--- config.mk ---
export PLATFORM = sky130hd
export DESIGN_NAME = rr_decode_arbiter_flat
export DESIGN_NICKNAME = d
export VERILOG_FILES = /design/src/rtl/rr_decode_arbiter_if.sv /design/src/rtl/rr_decode_arbiter.sv /design/src/flat_wrapper.sv
export SDC_FILE = /design/constraint.sdc
export NUM_CORES = 1
export LEC_CHECK = 0
export ABC_AREA = 1
export BUFFER_PORTS_ARGS = -buffer_cell sky130_fd_sc_hd__buf_4
export CORE_MARGIN = 5
export CORE_UTILIZATION = 40
export CTS_BUF_LIST = sky130_fd_sc_hd__clkbuf_8
export CTS_CLUSTER_SIZE = 24
export DETAILED_ROUTE_END_ITERATION = 12
export PLACE_DENSITY = 0.62
export SYNTH_ARGS = -nofsm -noshare
export SYNTH_HDL_FRONTEND = slang
export SYNTH_SLANG_ARGS = --single-unit
--- constraint.sdc ---
create_clock -name clk -period 2.9 [get_ports clk]
set_input_delay 0.145 -clock clk [delete_from_list [all_inputs] [get_ports clk]]
set_output_delay 0.145 -clock clk [all_outputs]
set_load 0.01 [all_outputs]
--- src/rtl/rr_decode_arbiter_if.sv ---
// Request/grant bundle between the requesting agents and the arbiter.
// The master side is the arbiter; the slave side is the agent cluster.
interface rr_decode_arbiter_if;
    logic [3:0] req;
    logic [3:0] grant;
    logic [1:0] sel;
    logic       busy;
    logic       preempt;

    modport master (
        input  req,
        output grant,
        output sel,
        output busy,
        output preempt
    );

    modport slave (
        output req,
        input  grant,
        input  sel,
        input  busy,
        input  preempt
    );
endinterface

--- src/rtl/rr_decode_arbiter.sv ---
// Round-robin arbiter sharing one 2-to-4 decoder among four requesters.
// Grants are held for a bounded tenure and always followed by an idle bubble.
module rr_decode_arbiter #(
    parameter int unsigned MAX_HOLD = 8
) (
    input  logic               clk,
    input  logic               rst,
    rr_decode_arbiter_if.master bus
);

    typedef enum logic {
        IDLE = 1'b0,
        BUSY = 1'b1
    } state_e;

    state_e     state_q, state_d;
    logic [1:0] ptr_q, ptr_d;
    logic [7:0] hcnt_q, hcnt_d;
    logic [1:0] sel_q, sel_d;
    logic [3:0] grant_q, grant_d;
    logic       busy_q, busy_d;
    logic       preempt_q, preempt_d;

    logic [1:0] win;
    logic [1:0] idx;
    logic       found;

    // Scan from ptr upward so the last winner has lowest priority.
    always_comb begin
        win   = 2'd0;
        idx   = 2'd0;
        found = 1'b0;
        for (int i = 0; i < 4; i++) begin
            idx = ptr_q + 2'(i);
            if (!found && bus.req[idx]) begin
                win   = idx;
                found = 1'b1;
            end
        end
    end

    always_comb begin
        state_d   = state_q;
        ptr_d     = ptr_q;
        hcnt_d    = hcnt_q;
        sel_d     = sel_q;
        grant_d   = grant_q;
        busy_d    = busy_q;
        preempt_d = 1'b0;
        unique case (state_q)
            IDLE: begin
                grant_d = 4'b0000;
                busy_d  = 1'b0;
                if (found) begin
                    state_d = BUSY;
                    sel_d   = win;
                    grant_d = 4'(1) << win;
                    busy_d  = 1'b1;
                    hcnt_d  = 8'd0;
                    ptr_d   = win + 2'd1;
                end
            end
            BUSY: begin
                if (!bus.req[sel_q]) begin
                    state_d = IDLE;
                    grant_d = 4'b0000;
                    busy_d  = 1'b0;
                end else if (hcnt_q == 8'(MAX_HOLD - 1)) begin
                    state_d   = IDLE;
                    grant_d   = 4'b0000;
                    busy_d    = 1'b0;
                    preempt_d = 1'b1;
                end else begin
                    hcnt_d = hcnt_q + 8'd1;
                end
            end
            default: state_d = IDLE;
        endcase
    end

    always_ff @(posedge clk) begin
        if (rst) begin
            state_q   <= IDLE;
            ptr_q     <= 2'd0;
            hcnt_q    <= 8'd0;
            sel_q     <= 2'd0;
            grant_q   <= 4'b0000;
            busy_q    <= 1'b0;
            preempt_q <= 1'b0;
        end else begin
            state_q   <= state_d;
            ptr_q     <= ptr_d;
            hcnt_q    <= hcnt_d;
            sel_q     <= sel_d;
            grant_q   <= grant_d;
            busy_q    <= busy_d;
            preempt_q <= preempt_d;
        end
    end

    assign bus.grant   = grant_q;
    assign bus.sel     = sel_q;
    assign bus.busy    = busy_q;
    assign bus.preempt = preempt_q;

    a_onehot: assert property (@(posedge clk) disable iff (rst)
        $onehot0(grant_q));
    a_busy: assert property (@(posedge clk) disable iff (rst)
        ((grant_q != 4'b0000) == busy_q));
    a_dec: assert property (@(posedge clk) disable iff (rst)
        (busy_q |-> (grant_q == (4'(1) << sel_q))));

endmodule
--- src/flat_wrapper.sv ---
// flat-port wrapper written by rule: the top's interface ports become plain ports
module rr_decode_arbiter_flat 
#(
    parameter int unsigned MAX_HOLD = 8
)
  (clk, rst, bus_req, bus_grant, bus_sel, bus_busy, bus_preempt);
  rr_decode_arbiter_if bus_i ();
  input  logic clk;
  input  logic rst;
  input wire logic [$bits(bus_i.req)-1:0] bus_req;
  output wire logic [$bits(bus_i.grant)-1:0] bus_grant;
  output wire logic [$bits(bus_i.sel)-1:0] bus_sel;
  output wire logic [$bits(bus_i.busy)-1:0] bus_busy;
  output wire logic [$bits(bus_i.preempt)-1:0] bus_preempt;
  assign bus_i.req = bus_req;
  assign bus_grant = bus_i.grant;
  assign bus_sel = bus_i.sel;
  assign bus_busy = bus_i.busy;
  assign bus_preempt = bus_i.preempt;
  rr_decode_arbiter #(.MAX_HOLD(MAX_HOLD)) u_core (.clk(clk), .rst(rst), .bus(bus_i));
endmodule
==> results.md <==
- Status: finished, final reports clean
- Slew Limit Fails: 0
- Reg2reg start: u_core.ptr_q[0]
- Drt drc: 0
- Routed vias: 1,134
- Port Buffer Count: 13
- Die X: 64.46 um
- Critical Path RT: approximately 3000 ps
- I/O pins: 14
- Layout Area Growth over Synthesis: 13.71%
- Power Density: slightly above 1000 mW/mm2
- CTS tree: built
- Clk_lat worst skew: 260 ps
- Mapped Area: between 0.001 and 0.0015 mm2
- Max Clock Skew: around 5.5 ps
- Most common cell in the synthesized netlist: nand2_1
- Worst Path Class, Setup: register to register
- Initial Utilization: 0.4228
- Fin util: 0.4808
- # setup viols final: 0
- Hold Crit Start: rst
- Fin crit share: 0.7431
- Total grt overflow: 0
- R2r setup slk: around 740 ps
- Area contributors post-synth: dfxtp_1 32%, nand2_1 18%, nand3_1 7.6%, a21oi_1 6.8%, inv_1 5.4%
- Final ANT Viol Nets: 0
- Gp weighted congestion: roughly 0.86
- Die area: 0.004154 mm2
- Ratio of cells with drive above 1 in the final layout: 0.1606
- Drt total wl: about 2.5 mm
- CTS resizes: 0
- Post-Synthesis Cells: 179
- Tot GR Track Use: 0.1315
- Num rows: 19
- Maxcap violations: 0
- Crit end category: register
- Post-synthesis sequential area ratio: 0.3207
- Mapped Avg Cell Area: between 6 and 7 um2
- Startpoint type of the worst setup path: register
- Synth top cells by count: 57 x nand2_1, 19 x dfxtp_1, 18 x nand3_1, 17 x inv_1
- Fin crit period: approximately 2200 ps
- Largest net degree at the start of global routing: 17
- CTS Root Cell: clkbuf_8
- H-tree Lvls: 1
- CP Capture Point: u_core.ptr_q[1]
- Slew of the pin with the lowest slew margin: about 400 ps
- Post-synth top area share: 0.3207
- Hold Fails Final Rpt: 0
- Crit Path Max Fanout: 9
- TritonCTS Buffers: 3
- First-pass GRT wire length: roughly 4.5 mm
- Max Clock Freq: between 400 and 500 MHz
- Asr flop ratio synth: 0
- Hold path depth: 2
- Detailed Route Iter0 Violations: 66
- Post-CTS setup buffers: 0
- Reg2reg end: u_core.ptr_q[1]
- Vias per cell: between 5 and 6
- Sink Count: 19
- Syn Nets: 190
- CP startpoint: u_core.ptr_q[0]
- Final #Nets: 205
- Yosys warnings: 0
- Post-synthesis register bit count: 19
- Die Span Y: roughly 64 um
- Mean routed wirelength per cell: ~11 um
- Relative slew slack: 0.7247
- P_leak: 0.6248 nW
- Core area: approximately 0.0028 mm2
- Clk buf depth: 2
- Yosys top cell by area: dfxtp_1
- VDD IR max: between 400 and 500 uV
- Hold Buf Count CTS: 0
- Synth cell types: 25
- DR pass1 iterations: 5
- Vias in the first global route: between 1,000 and 1,500
- Worst r2r path cells: 10
- Hold crit path type: input pin to register
- RSZ-0062 raised after global routing: no
- Number of flops mapped to enable cells by yosys: 0
- Initial antenna violation count: 0
- Post-DP HPWL: 1.942 mm
- # diodes: 0
- Final setup TNS: 0 ps
- Power Total: ~1.4 mW
- Synth Flop Type: dfxtp_1
- Clock-pin slew on the worst setup and hold paths: about 70 ps
- Arr. time, crit path: ~2300 ps
==> cells in the final DEF (no fill, tap or decap), types with 2 or more instances in the layout <==
cell type   n
o21ai_0     3
dfxtp_1    19
nor2_1     16
ha_1        5
nor3b_1     2
a21oi_1    16
nand2_1    57
xor2_1      3
nand3_1    18
nand2_4     3
clkbuf_8    3
nand2_2     5
inv_1      18
buf_4      13
nor3_1      2
==> logic make-up (layout without fill, tap and decap cells) <==
group           Yosys count  in the layout  synth area share
fa+ha+maj                 5              5           0.05274
flops                    19             19            0.3207
buf+inv                  23             37           0.08545
xor+xnor                  4              4           0.02954
simple gates            107            107            0.4177
compound gates           21             21           0.09388
==> power breakdown <==
part	internal (mW)	leakage, nW	switching [mW]
Combinational	0.276	0.443	0.526
Clock	0.0941	0.0269	0.0852
Sequential	0.325	0.155	0.0707
Total	0.696	0.625	0.682
==> metal layers <==
metal	track usage	share of wire	vias up	routed length, um
li1	-	-	596	-
met1	0.1742	0.49	513	1229
met2	0.2088	0.46	21	1158
met3	0.02591	0.033	4	83
met4	0.05541	0.017	0	42
met5	0	0	-	0
==> layout make-up <==
cell class,count,area [um2]
repair buffers,13,97.59
clock buffers,3,41.29
clock inverters,1,3.754
fillers,286,1456
flip-flops and latches,19,380.4
multi-input cells,137,704.4
well taps,31,38.79
inverters,20,82.58
==> worst max-delay path, stage by stage, from the launching register on <==
cell     delay (ps)
dfxtp_1         560
nand2_1         130
nand3_1         120
nand2_1         120
nor2_4          180
nand3_4         160
nand3_1         180
inv_1            80
ha_1            290
o21ai_0         160
nor2_1           50
==> sequential cells by signal (all words and copies together), names as in the netlist <==
register / count
u_core.bus.grant: 4
u_core.state_q: 1
u_core.ptr_q: 2
u_core.bus.busy: 1
u_core.bus.preempt: 1
u_core.hcnt_q: 8
u_core.bus.sel: 2
==> worst min path at each step <==
| stage | endpoint | slack, ps |
|---|---|---|
| finish | u_core.bus.grant[0] | 180 |
| detailed placement | u_core.bus.grant[1] | 460 |
| global route | u_core.hcnt_q[5] | 190 |
| global placement | u_core.ptr_q[0] | 450 |
| CTS | u_core.hcnt_q[7] | 180 |
| floorplan | u_core.bus.preempt | 420 |
==> stage by stage <==
| step | worst slack, ps | cell area (um2) | cells | hold WS, ps |
|---|---|---|---|---|
| floorplan | 1099 | 1186 | 179 | 420.5 |
| global placement | 873.7 | 1304 | 220 | 446.8 |
| detailed placement | 746.8 | 1304 | 220 | 458.7 |
| CTS | 746.8 | 1349 | 224 | 184.2 |
| global route | 524.9 | 1349 | 224 | 188.3 |
| finish | 744.9 | 1349 | 224 | 180.2 |
Note: power is estimated with default switching activity, not from simulation.
